`config.mk`:
```
export PLATFORM = sky130hd
export DESIGN_NAME = memory_port_arbiter
export DESIGN_NICKNAME = d
export VERILOG_FILES = /design/src/rtl/cpu_pkg.sv /design/src/rtl/memory_port_arbiter.sv
export SDC_FILE = /design/constraint.sdc
export NUM_CORES = 1
export LEC_CHECK = 0
export BUFFER_PORTS_ARGS = -buffer_cell sky130_fd_sc_hd__buf_2
export CORE_ASPECT_RATIO = 0.5
export CORE_MARGIN = 1
export CORE_UTILIZATION = 44
export CTS_CLUSTER_DIAMETER = 200
export DETAILED_ROUTE_END_ITERATION = 6
export PLACE_DENSITY = 0.85
export SLEW_MARGIN = 10
export SYNTH_ARGS = -nofsm -noshare
export SYNTH_HDL_FRONTEND = slang
export SYNTH_SLANG_ARGS = --single-unit
```
`constraint.sdc`:
```
create_clock -name i_Clock -period 4.4 [get_ports i_Clock]
set_input_delay 0.88 -clock i_Clock [delete_from_list [all_inputs] [get_ports i_Clock]]
set_output_delay 0.88 -clock i_Clock [all_outputs]
set_load 0.05 [all_outputs]
```
`src/rtl/cpu_pkg.sv`:
```
// Shared CPU pipeline types: memory port arbiter state, owner and bus constants.
package cpu_pkg;

    typedef enum logic [1:0] {
        IDLE,
        IF_BUSY,
        DM_BUSY
    } arb_state_t;

    typedef enum logic {
        OWNER_IF,
        OWNER_DM
    } arb_owner_t;

    // Wide enough for any data width up to 512 bits; users slice to their byte-enable width.
    localparam logic [63:0] MEM_BE_ALL = '1;

endpackage

```
`src/rtl/memory_port_arbiter.sv`:
```
// Shares the unified memory port between instruction fetch and data access.
// Data wins arbitration unless fetch has waited MAX_IF_WAIT data grants.
module memory_port_arbiter
    import cpu_pkg::*;
#(
    parameter int unsigned ADDR_WIDTH  = 32,
    parameter int unsigned DATA_WIDTH  = 32,
    parameter int unsigned MAX_IF_WAIT = 4
) (
    input  logic                    i_Clock,
    input  logic                    i_Reset,
    input  logic                    i_IF_Req,
    input  logic [ADDR_WIDTH-1:0]   i_IF_Addr,
    input  logic                    i_IF_Flush,
    output logic                    o_IF_Valid,
    output logic [DATA_WIDTH-1:0]   o_IF_Data,
    input  logic                    i_DM_Req,
    input  logic                    i_DM_Write,
    input  logic [ADDR_WIDTH-1:0]   i_DM_Addr,
    input  logic [DATA_WIDTH-1:0]   i_DM_WriteData,
    input  logic [DATA_WIDTH/8-1:0] i_DM_ByteEnable,
    output logic                    o_DM_Valid,
    output logic [DATA_WIDTH-1:0]   o_DM_ReadData,
    output logic                    o_Mem_Req,
    output logic                    o_Mem_Write,
    output logic [ADDR_WIDTH-1:0]   o_Mem_Addr,
    output logic [DATA_WIDTH-1:0]   o_Mem_WriteData,
    output logic [DATA_WIDTH/8-1:0] o_Mem_ByteEnable,
    input  logic                    i_Mem_Ack,
    input  logic [DATA_WIDTH-1:0]   i_Mem_ReadData,
    output logic                    o_Busy
);

    localparam int unsigned BE_WIDTH = DATA_WIDTH / 8;
    localparam int unsigned CNT_W    = $clog2(MAX_IF_WAIT + 1);
    localparam logic [CNT_W-1:0] CNT_MAX = CNT_W'(MAX_IF_WAIT);

    arb_state_t            state_q, state_d;
    logic [CNT_W-1:0]      cnt_q, cnt_d;
    logic                  drop_q, drop_d;
    logic                  mem_req_q, mem_req_d;
    logic                  mem_write_q, mem_write_d;
    logic [ADDR_WIDTH-1:0] mem_addr_q, mem_addr_d;
    logic [DATA_WIDTH-1:0] mem_wdata_q, mem_wdata_d;
    logic [BE_WIDTH-1:0]   mem_be_q, mem_be_d;
    logic [DATA_WIDTH-1:0] resp_q, resp_d;
    logic                  if_valid_q, if_valid_d;
    logic                  dm_valid_q, dm_valid_d;

    logic       if_elig, dm_elig, grant;
    arb_owner_t grant_owner;

    // Eligibility and fixed-priority grant with the fetch starvation override.
    always_comb begin
        // A requester still holding its request during its Valid cycle must not be re-granted.
        if_elig     = i_IF_Req && !i_IF_Flush && !if_valid_q;
        dm_elig     = i_DM_Req && !dm_valid_q;
        grant       = 1'b0;
        grant_owner = OWNER_DM;
        if (state_q == IDLE) begin
            if (if_elig && (!dm_elig || cnt_q == CNT_MAX)) begin
                grant       = 1'b1;
                grant_owner = OWNER_IF;
            end else if (dm_elig) begin
                grant       = 1'b1;
                grant_owner = OWNER_DM;
            end
        end
    end

    // Next-state: bus request latching, ack handling, flush drop flag and starvation count.
    always_comb begin
        state_d     = state_q;
        cnt_d       = cnt_q;
        drop_d      = drop_q;
        mem_req_d   = mem_req_q;
        mem_write_d = mem_write_q;
        mem_addr_d  = mem_addr_q;
        mem_wdata_d = mem_wdata_q;
        mem_be_d    = mem_be_q;
        resp_d      = resp_q;
        if_valid_d  = 1'b0;
        dm_valid_d  = 1'b0;

        if (!i_IF_Req) begin
            cnt_d = '0;
        end else if (grant && grant_owner == OWNER_IF) begin
            cnt_d = '0;
        end else if (grant && if_elig && cnt_q != CNT_MAX) begin
            cnt_d = cnt_q + 1'b1;
        end

        unique case (state_q)
            IDLE: begin
                drop_d = 1'b0;
                if (grant) begin
                    mem_req_d = 1'b1;
                    if (grant_owner == OWNER_IF) begin
                        mem_write_d = 1'b0;
                        mem_addr_d  = i_IF_Addr;
                        mem_wdata_d = '0;
                        mem_be_d    = MEM_BE_ALL[BE_WIDTH-1:0];
                        state_d     = IF_BUSY;
                    end else begin
                        mem_write_d = i_DM_Write;
                        mem_addr_d  = i_DM_Addr;
                        mem_wdata_d = i_DM_WriteData;
                        mem_be_d    = i_DM_ByteEnable;
                        state_d     = DM_BUSY;
                    end
                end
            end
            IF_BUSY: begin
                if (i_IF_Flush) begin
                    drop_d = 1'b1;
                end
                if (i_Mem_Ack) begin
                    mem_req_d  = 1'b0;
                    resp_d     = i_Mem_ReadData;
                    // Flush in the ack cycle itself also suppresses the response.
                    if_valid_d = !(drop_q || i_IF_Flush);
                    drop_d     = 1'b0;
                    state_d    = IDLE;
                end
            end
            DM_BUSY: begin
                if (i_Mem_Ack) begin
                    mem_req_d  = 1'b0;
                    resp_d     = i_Mem_ReadData;
                    dm_valid_d = 1'b1;
                    state_d    = IDLE;
                end
            end
            default: state_d = IDLE;
        endcase
    end

    // State and output registers; reset may land mid-transaction.
    always_ff @(posedge i_Clock or posedge i_Reset) begin
        if (i_Reset) begin
            state_q     <= IDLE;
            cnt_q       <= '0;
            drop_q      <= 1'b0;
            mem_req_q   <= 1'b0;
            mem_write_q <= 1'b0;
            mem_addr_q  <= '0;
            mem_wdata_q <= '0;
            mem_be_q    <= '0;
            resp_q      <= '0;
            if_valid_q  <= 1'b0;
            dm_valid_q  <= 1'b0;
        end else begin
            state_q     <= state_d;
            cnt_q       <= cnt_d;
            drop_q      <= drop_d;
            mem_req_q   <= mem_req_d;
            mem_write_q <= mem_write_d;
            mem_addr_q  <= mem_addr_d;
            mem_wdata_q <= mem_wdata_d;
            mem_be_q    <= mem_be_d;
            resp_q      <= resp_d;
            if_valid_q  <= if_valid_d;
            dm_valid_q  <= dm_valid_d;
        end
    end

    assign o_Mem_Req        = mem_req_q;
    assign o_Mem_Write      = mem_write_q;
    assign o_Mem_Addr       = mem_addr_q;
    assign o_Mem_WriteData  = mem_wdata_q;
    assign o_Mem_ByteEnable = mem_be_q;
    assign o_IF_Valid       = if_valid_q;
    assign o_IF_Data        = resp_q;
    assign o_DM_Valid       = dm_valid_q;
    assign o_DM_ReadData    = resp_q;
    assign o_Busy           = (state_q != IDLE);

endmodule

```
==> results of run 1 <==
area by class of cell:
class	count	area, um^2
Fill cell	855	4050
Sequential cell	110	2750
Multi-Input combinational cell	210	1500
Timing Repair Buffer	281	1420
Clock buffer	10	229
Tap cell	140	175
Clock inverter	6	93.8
Inverter	6	25.0
layer usage:
metal,GRT usage,vias to the layer above,share of wire
li1,-,1822,-
met3,0.0485,25,0.051
met5,0,-,0
met1,0.257,1900,0.42
met4,0.0630,0,0.015
met2,0.342,154,0.51
flip-flops by register name, indices dropped and copies added (netlist names):
name / flops
o_Mem_Addr: 32
drop_q: 1
o_DM_ReadData: 32
o_IF_Valid: 1
state_q: 2
o_Mem_ByteEnable: 4
o_Mem_Write: 1
o_Mem_WriteData: 32
o_Mem_Req: 1
cnt_q: 3
o_DM_Valid: 1
final timing paths:
| kind | end | slack, ns | depth (start not counted) |
|---|---|---|---|
| max | o_Mem_Addr[18] | 1.95 | 6 |
| min | o_Mem_Addr[25] | 0.48 | 2 |
| max reg2reg | o_Mem_Addr[18] | 1.95 | 6 |
| min reg2reg | o_Mem_Addr[25] | 0.48 | 2 |
| max in group asynchronous | o_DM_ReadData[13] | 2.66 | 3 |
| min in group asynchronous | o_Mem_Addr[2] | 0.76 | 2 |
worst max-delay path: stages, from the launching register on:
cell and delay [ns]:
dfrtp_1 0.37, inv_1 0.07, ha_1 0.31, and4bb_2 0.33, a21oi_4 0.62, buf_4 0.44, o21ai_0 0.17
cells by family after synthesis:
group,after synthesis
AO/OA/AOI/OAI,115
adder cells (fa/ha/maj),5
buffers and inverters,63
flip-flops,110
multiplexers,32
AND/OR/NAND/NOR,58
synthesized netlist by cell type, drive strengths merged (2+ instances only):
master  count
o21ai      34
nor2        6
nand2      38
nand2b      4
inv         6
buf        48
dfrtp     110
mux2       32
a21boi      2
a21oi       2
and2        2
o22a        4
a22o       34
ha          5
o22ai      32
clkbuf      9
through the flow:
stage,setup slack (ns),util,cells,hold slack [ns]
global placement,1.77,0.573,747,0.457
CTS,1.95,0.605,763,0.482
finish,1.95,0.605,763,0.476
detailed placement,1.72,0.573,747,0.466
global route,1.69,0.605,763,0.509
floorplan,0.618,-,383,0.467
==> results_dict.tcl, run 1 <==
set metrics [dict create \
    ioPinCount 276 \
    gp_congestion 0.743 \
    cts_setup_buffers 0 \
    worst_pin_slew_ns 0.975 \
    synthAdderAreaFrac 0.0134 \
    place_hpwl_mm 8.81 \
    start_util 0.454 \
    cts_htree_levels 3 \
    layout_commonest_cell "buf_2" \
    syn_avg_cell_area_um2 12.1 \
    synth_top_family_by_area "compound AO/OA/AOI/OAI gates" \
    dieArea_mm2 0.0110 \
    core_region_area_mm2 0.0102 \
    cap_violations 0 \
    final-setup-viol-count 0 \
    final_cell_area_mm2 0.00620 \
    ctsResizeCount 0 \
    synth_cells 383 \
    synth_ff_type "dfrtp_1" \
    critPathLaunch "state_q[0]" \
    holdBufCountCts 0 \
    io_buffers 275 \
    grt_overflow 0 \
    vias_per_cell 5.11 \
    status "finished with violations" \
    fin_tns_setup_ns 0 \
    grt_max_degree 82 \
    fin_crit_ns 2.45 \
    skew_ns 0.0117 \
    grt_pass1_wl_mm 16.8 \
    synth_seq_area_share 0.592 \
    synth-edff-count 0 \
    grt_pass1_vias 3363 \
    drt_pass1_iterations 6 \
    cts_tree "built" \
    slew_headroom 0.350 \
    antenna_found_initial 0 \
    drc 1 \
    synth_xor_area_frac 0 \
    clk_pin_slew_ns 0.07 \
    clk_latency_ns 0.35 \
    synthSimpleGateAreaFrac 0.0589 \
    drive_gt1_frac 0.538 \
    cts-buffers-inserted 9 \
    worst_hold_startpoint "o_Mem_Addr[25]" \
    async_flop_share 1.00 \
    crit_path_start_kind "flop" \
    clk_path_buf_depth 2 \
    yosysTopAreaCell "dfrtp_1" \
    hold_class "flop to flop" \
    violations "design-rule violations" \
    ys_ff_latch 110 \
    critPathKind "flop to flop" \
    track_usage 0.200 \
    yosysWarnings 0 \
    timing.final.crit_share 0.557 \
    reg2reg_from "state_q[0]" \
    synth-compound-area-share 0.170 \
    dpl_cell_area_mm2 0.00588 \
    rsz0062_at_grt "false" \
    cts_root_buffer "clkbuf_16" \
    drt_iter0_drc 186 \
    fin_nets 762 \
    layout_common_cells "buf_2 (275), dfrtp_1 (110), nand2_1 (38), a22o_1 (34)" \
    hold_viol 0 \
    synth_area_mm2 0.00465 \
    ys_top_cells_by_area "dfrtp_1 (59%), mux2_2 (7.7%), a22o_1 (6.4%), buf_4 (5.2%), o22ai_1 (4.3%)" \
    max_freq_ghz 0.408 \
    final_antenna_net_count 0 \
    antenna_cells 0 \
    critical_path_arrival_ns 2.66 \
    num_vias 3901 \
    routedWlPerCell_um 15.5 \
    synth_top_area_share 0.592 \
    die_y_um 74.7 \
    final_max_slew_viol_count 0 \
    required_ns 4.60 \
    routed_wirelength_mm 11.8 \
    syn_nets 527 \
    yosysUniqueCellTypes 38 \
    cts_sinks 110 \
    area_growth_pct 33.2 \
    fp-row-count 26 \
    synthMuxAreaShare 0.0774 \
    critPathMaxFanout 39 \
    endpoint_kind "flop" \
    die_x_um 147 \
]
Power of run 1 is left out: the tool's default activity adds up to more than one toggle a clock period on the data nets, which glitch-free logic cannot reach.
==> run 2, diff against run 1 <==
--- a/config.mk
+++ b/config.mk
@@ -5,13 +5,14 @@
 export SDC_FILE = /design/constraint.sdc
 export NUM_CORES = 1
 export LEC_CHECK = 0
+export ABC_AREA = 1
 export BUFFER_PORTS_ARGS = -buffer_cell sky130_fd_sc_hd__buf_2
 export CORE_ASPECT_RATIO = 0.5
 export CORE_MARGIN = 1
-export CORE_UTILIZATION = 44
+export CORE_UTILIZATION = 45
 export CTS_CLUSTER_DIAMETER = 200
 export DETAILED_ROUTE_END_ITERATION = 6
-export PLACE_DENSITY = 0.85
+export PLACE_DENSITY = 0.84
 export SLEW_MARGIN = 10
 export SYNTH_ARGS = -nofsm -noshare
 export SYNTH_HDL_FRONTEND = slang
==> constraint.sdc (replaced) <==
create_clock -name i_Clock -period 2.5 [get_ports i_Clock]
set_input_delay 0.5 -clock i_Clock [delete_from_list [all_inputs] [get_ports i_Clock]]
set_output_delay 0.5 -clock i_Clock [all_outputs]
set_load 0.05 [all_outputs]
==> results_dict.tcl, run 2 <==
set metrics [dict create \
    status "completed" \
    start_util 0.469 \
    yosysWarnings 0 \
    cts-buffers-inserted 9 \
    fin_tns_setup_ns 0 \
    drt_pass1_iterations 4 \
    grt_max_degree 111 \
    synth_ff_type "dfrtp_1" \
    final_max_slew_viol_count 0 \
    cp.depth 4 \
    routedWlPerCell_um 13.3 \
    synth.most_common_cell "nand2_1" \
    antenna_found_initial 0 \
    crit_top_cell "inv_1" \
    final-setup-viol-count 0 \
    critical_path.top_delay_family "buffers and inverters" \
    drive_gt1_frac 0.349 \
    cts_setup_buffers 0 \
    synth_seq_area_share 0.526 \
    clk_path_buf_depth 2 \
    io_buffers 275 \
    critical_path_arrival_ns 1.59 \
    hold_class "input port to async pin" \
    grt_pass1_vias 4452 \
    layout_common_cells "nand2_1 (296), buf_2 (275), dfrtp_1 (110), inv_1 (49)" \
    fin_crit_ns 2.09 \
    required_ns 2.00 \
    gp_congestion 0.808 \
    die_y_um 78.2 \
    clk_pin_slew_ns 0.07 \
    dieArea_mm2 0.0121 \
    place_hpwl_mm 9.81 \
    drt_iter0_drc 280 \
    critPathKind "flop to output pin" \
    grt_pass1_wl_mm 21.6 \
    slowest_stage "dfrtp_1" \
    fin_nets 1020 \
    yosysTopAreaCell "dfrtp_1" \
    synth_cells 645 \
    die_x_um 154 \
    cts_root_buffer "clkbuf_16" \
    crit_path_start_kind "flop" \
    layout_commonest_cell "nand2_1" \
    cap_violations 0 \
    cts_tree "built" \
    core_region_area_mm2 0.0111 \
    synth_top_area_share 0.526 \
    ctsResizeCount 0 \
    critPathMaxFanout 7 \
    clk_latency_ns 0.35 \
    cts_sinks 110 \
    track_usage 0.226 \
    hold_viol 0 \
    regArea_mm2 0.00275 \
    area_growth_pct 29.2 \
    endpoint_kind "output pin" \
    multi_input_area_mm2 0.00186 \
    cpPeakStageDelay_ns 0.44 \
    holdBufCountCts 0 \
    ys_top_cells_by_area "dfrtp_1 (53%), nand2_1 (21%), buf_4 (4.9%), nand3b_1 (4.6%), inv_1 (3.6%)" \
    fillers 980 \
    crit_buf_inv 3 \
    final_antenna_net_count 0 \
    slew_headroom 0.586 \
    synthTopCellsByCount "nand2_1 (296), dfrtp_1 (110), inv_1 (50)" \
    vias_per_cell 4.73 \
    ioPinCount 276 \
    rsz0062_at_grt "false" \
    synth-edff-count 0 \
    fp-row-count 27 \
    ys_ff_latch 110 \
    antenna_cells 0 \
    skew_ns 0.00820 \
    yosysUniqueCellTypes 21 \
    num_vias 4851 \
    reg2reg_depth 8 \
    worst_pin_slew_ns 0.621 \
    max_freq_ghz 0.479 \
    grt_overflow 0 \
    async_flop_share 1.00 \
    syn_avg_cell_area_um2 8.11 \
    routed_wirelength_mm 13.6 \
    syn_nets 789 \
    path_cells "inv_1 > ha_1 > inv_1 > buf_2" \
    cts_htree_levels 3 \
    synth_area_mm2 0.00523 \
    timing.final.crit_share 0.835 \
    drc 0 \
]
==> run 2: cell types whose count changed after synthesis, moves of 4 or more <==
cell and delta:
inv_1 +44, clkbuf_1 +6, a22o_1 -34, nand2b_1 -4, buf_2 +4, o22ai_1 -32, o21ai_0 +8, o21ai_1 -4
nand3_1 +35, nand2_1 +258, nand3b_1 +32, mux2_2 -32, o22a_1 -4
==> run 2: metal layers <==
| metal | track usage | wire length [um] | up-vias |
|---|---|---|---|
| met1 | 0.282 | 5730 | 2247 |
| met3 | 0.0541 | 765 | 24 |
| li1 | - | - | 2408 |
| met4 | 0.0624 | 269 | 0 |
| met2 | 0.393 | 6860 | 172 |
| met5 | 0 | 0 | - |
==> run 2: worst reg2reg max path, delay by kind of cell, from the launching register on <==
family	cells	cell delay (ns)
AOI/OAI and AO/OA	1	0.22
and+or+nand+nor	4	0.66
adders and majority gates	1	0.17
buffers and inverters	2	0.39
DFF	1	0.39
==> run 2: cell families (layout without fill, tap and decap cells) <==
| group | after synthesis | in the layout | share of synthesized area |
|---|---|---|---|
| AO/OA/AOI/OAI | 39 | 39 | 0.0373 |
| flip-flops | 110 | 110 | 0.526 |
| buffers and inverters | 117 | 352 | 0.119 |
| AND/OR/NAND/NOR | 373 | 373 | 0.304 |
| adder cells (fa/ha/maj) | 5 | 5 | 0.0120 |
| XOR/XNOR | 1 | 1 | 0.00168 |
==> run 2: through the flow <==
| step | setup WS, ns | util | hold WS (ns) | std cells | cell area (um^2) |
|---|---|---|---|---|---|
| finish | 0.412 | 0.606 | 0.264 | 1025 | 6750 |
| global route | 0.371 | 0.606 | 0.337 | 1025 | 6750 |
| detailed placement | 0.557 | 0.579 | 0.426 | 1010 | 6450 |
| floorplan | 0.671 | - | 0.407 | 645 | 5230 |
| CTS | 0.453 | 0.606 | 0.330 | 1025 | 6750 |
| global placement | 0.732 | 0.579 | 0.412 | 1010 | 6450 |
==> run 2: final cells by class <==
cell class | instances | share of cell area
multi-input combinational | 418 | 0.275
clock buffer | 10 | 0.0354
inverter | 52 | 0.0298
sequential | 110 | 0.408
tap | 145 | 0.0269
timing repair buffer | 285 | 0.217
clock inverter | 5 | 0.00889
==> run 2: worst paths after layout <==
check | startpoint | endpoint | slack (ns)
worst min-delay path | i_Reset | o_DM_ReadData[25] | 0.26
worst max register to register | cnt_q[1] | o_Mem_WriteData[18] | 0.57
max in group asynchronous | i_Reset | o_DM_ReadData[20] | 1.72
worst max-delay path | state_q[0] | o_Busy | 0.41
min in group i_Clock | i_Mem_ReadData[23] | o_DM_ReadData[23] | 0.34
worst min register to register | drop_q | o_IF_Valid | 0.43
Power of run 2 is left out for the same reason.
==> run 3, diff against run 2 <==
--- a/config.mk
+++ b/config.mk
@@ -5,14 +5,14 @@
 export SDC_FILE = /design/constraint.sdc
 export NUM_CORES = 1
 export LEC_CHECK = 0
-export ABC_AREA = 1
+export ABC_AREA = 0
 export BUFFER_PORTS_ARGS = -buffer_cell sky130_fd_sc_hd__buf_2
 export CORE_ASPECT_RATIO = 0.5
 export CORE_MARGIN = 1
-export CORE_UTILIZATION = 45
+export CORE_UTILIZATION = 39
 export CTS_CLUSTER_DIAMETER = 200
 export DETAILED_ROUTE_END_ITERATION = 6
-export PLACE_DENSITY = 0.84
+export PLACE_DENSITY = 0.8
 export SLEW_MARGIN = 10
 export SYNTH_ARGS = -nofsm -noshare
 export SYNTH_HDL_FRONTEND = slang
==> constraint.sdc (replaced) <==
create_clock -name i_Clock -period 1.8 [get_ports i_Clock]
set_input_delay 0.36 -clock i_Clock [delete_from_list [all_inputs] [get_ports i_Clock]]
set_output_delay 0.36 -clock i_Clock [all_outputs]
set_load 0.05 [all_outputs]
==> results_dict.tcl, run 3 (synthesis results as in run 1) <==
set metrics [dict create \
    rsz0062_at_grt "true" \
    clk_latency_ns 0.34 \
    final_antenna_net_count 0 \
    max_freq_ghz 0.557 \
    clk_pin_slew_ns 0.07 \
    vias_per_cell 4.94 \
    die_x_um 156 \
    grt_overflow 0 \
    dieArea_mm2 0.0124 \
    endpoint_kind "output pin" \
    core_region_area_mm2 0.0113 \
    fin_ws_ns 0.00510 \
    cts-buffers-inserted 9 \
    ioPinCount 276 \
    drt_iter0_drc 257 \
    hold_viol 0 \
    grt_pass1_vias 3731 \
    wirelength_met1_mm 5.32 \
    status "completed" \
    highest_layer "met4" \
    layout_common_cells "buf_2 (274), dfrtp_1 (108), nand2_1 (38), a22o_1 (34), mux2_2 (32)" \
    fin_crit_ns 1.79 \
    antenna_found_initial 1 \
    grt_pass1_wl_mm 19.5 \
    drc 0 \
    timing.final.crit_share 0.997 \
    detailroute.wirelength.met3_um 577 \
    num_vias 3910 \
    track_usage 0.204 \
    cts_root_buffer "clkbuf_16" \
    worst_pin_slew_ns 0.583 \
    io_buffers 275 \
    required_ns 1.44 \
    routed_wirelength_mm 12.7 \
    pre_cts_slack_ns 0.0213 \
    cap_violations 0 \
    cts_sinks 110 \
    cts_htree_levels 3 \
    critPathMaxFanout 5 \
    critPathKind "flop to output pin" \
    slew_headroom 0.611 \
    drt_pass1_iterations 5 \
    skew_ns 0.00903 \
    antenna_cells 0 \
    fin_nets 772 \
    layout_commonest_cell "buf_2" \
    die_y_um 79.2 \
    cts_tree "built" \
    gp_congestion 0.819 \
    final_util 0.568 \
    critical_path_arrival_ns 1.43 \
    wl_met2_mm 6.65 \
    area_growth_pct 37.7 \
    final_max_slew_viol_count 0 \
    fp-row-count 27 \
    start_util 0.412 \
    crit_path_start_kind "flop" \
    drive_gt1_frac 0.556 \
    hold_class "input port to async pin" \
    clk_path_buf_depth 2 \
    final-setup-viol-count 0 \
    place_hpwl_mm 9.24 \
    routedWlPerCell_um 16.1 \
    grt_max_degree 111 \
]
## run 3: changes by cell type in the layout (fill, tap and decap cells not counted), moves of 31 or more
cell,delta
inv_1,-47
mux2_2,+32
o22ai_1,+31
nand3b_1,-32
nand2_1,-258
a22o_1,+34
nand3_1,-35
## run 3: metrics by stage
step | area [um^2] | setup TNS [ns] | instances | hold slack (ns)
floorplan | 4680 | -0.0110 | 383 | 0.467
global placement | 6070 | 0 | 775 | 0.457
detailed placement | 6070 | 0 | 775 | 0.465
CTS | 6380 | 0 | 792 | 0.212
global route | 6410 | -0.0560 | 792 | 0.215
finish | 6410 | 0 | 792 | 0.188
## run 3: final timing paths
path / cells past startpoint / startpoint / slack (ns) / to
worst max-delay path: 5 / state_q[1] / 0.005 / o_Busy
worst min-delay path: 3 / i_Reset / 0.19 / o_Mem_WriteData[23]
worst max register to register: 6 / state_q[1] / 0.11 / o_Mem_Addr[18]
worst min register to register: 2 / o_Mem_Addr[5] / 0.47 / o_Mem_Addr[5]
max in group asynchronous: 3 / i_Reset / 1.14 / o_IF_Valid
min in group i_Clock: 2 / i_DM_WriteData[7] / 0.22 / o_Mem_WriteData[7]
## run 3: what timing repair did
item / CTS / global route
endpoints found under the setup margin: 3 / 36
pin swaps: 0 / 2
setup buffers: 1 / 0
gates resized for setup: 3 / 6
hold buffers: 0 / 0
## run 3: cell type report
class                   count  area, um^2
clock buffers              12         246
clock inverters             4        55.1
fillers                  1007        4880
inverters                   6        30.0
multi-input cells         210        1530
flip-flops and latches    110        2760
well taps                 159         199
repair buffers            291        1590
## run 3: metal layers
layer	track usage	vias up
li1	-	1833
met3	0.0426	19
met2	0.356	126
met5	0	-
met4	0.0627	0
met1	0.257	1932
## run 3: worst max-delay path, stage by stage (launching register included)
cell,delay (ns)
dfrtp_1,0.41
inv_2,0.09
ha_4,0.18
buf_6,0.12
clkinvlp_4,0.12
buf_8,0.17
Power of run 3 is left out for the same reason.
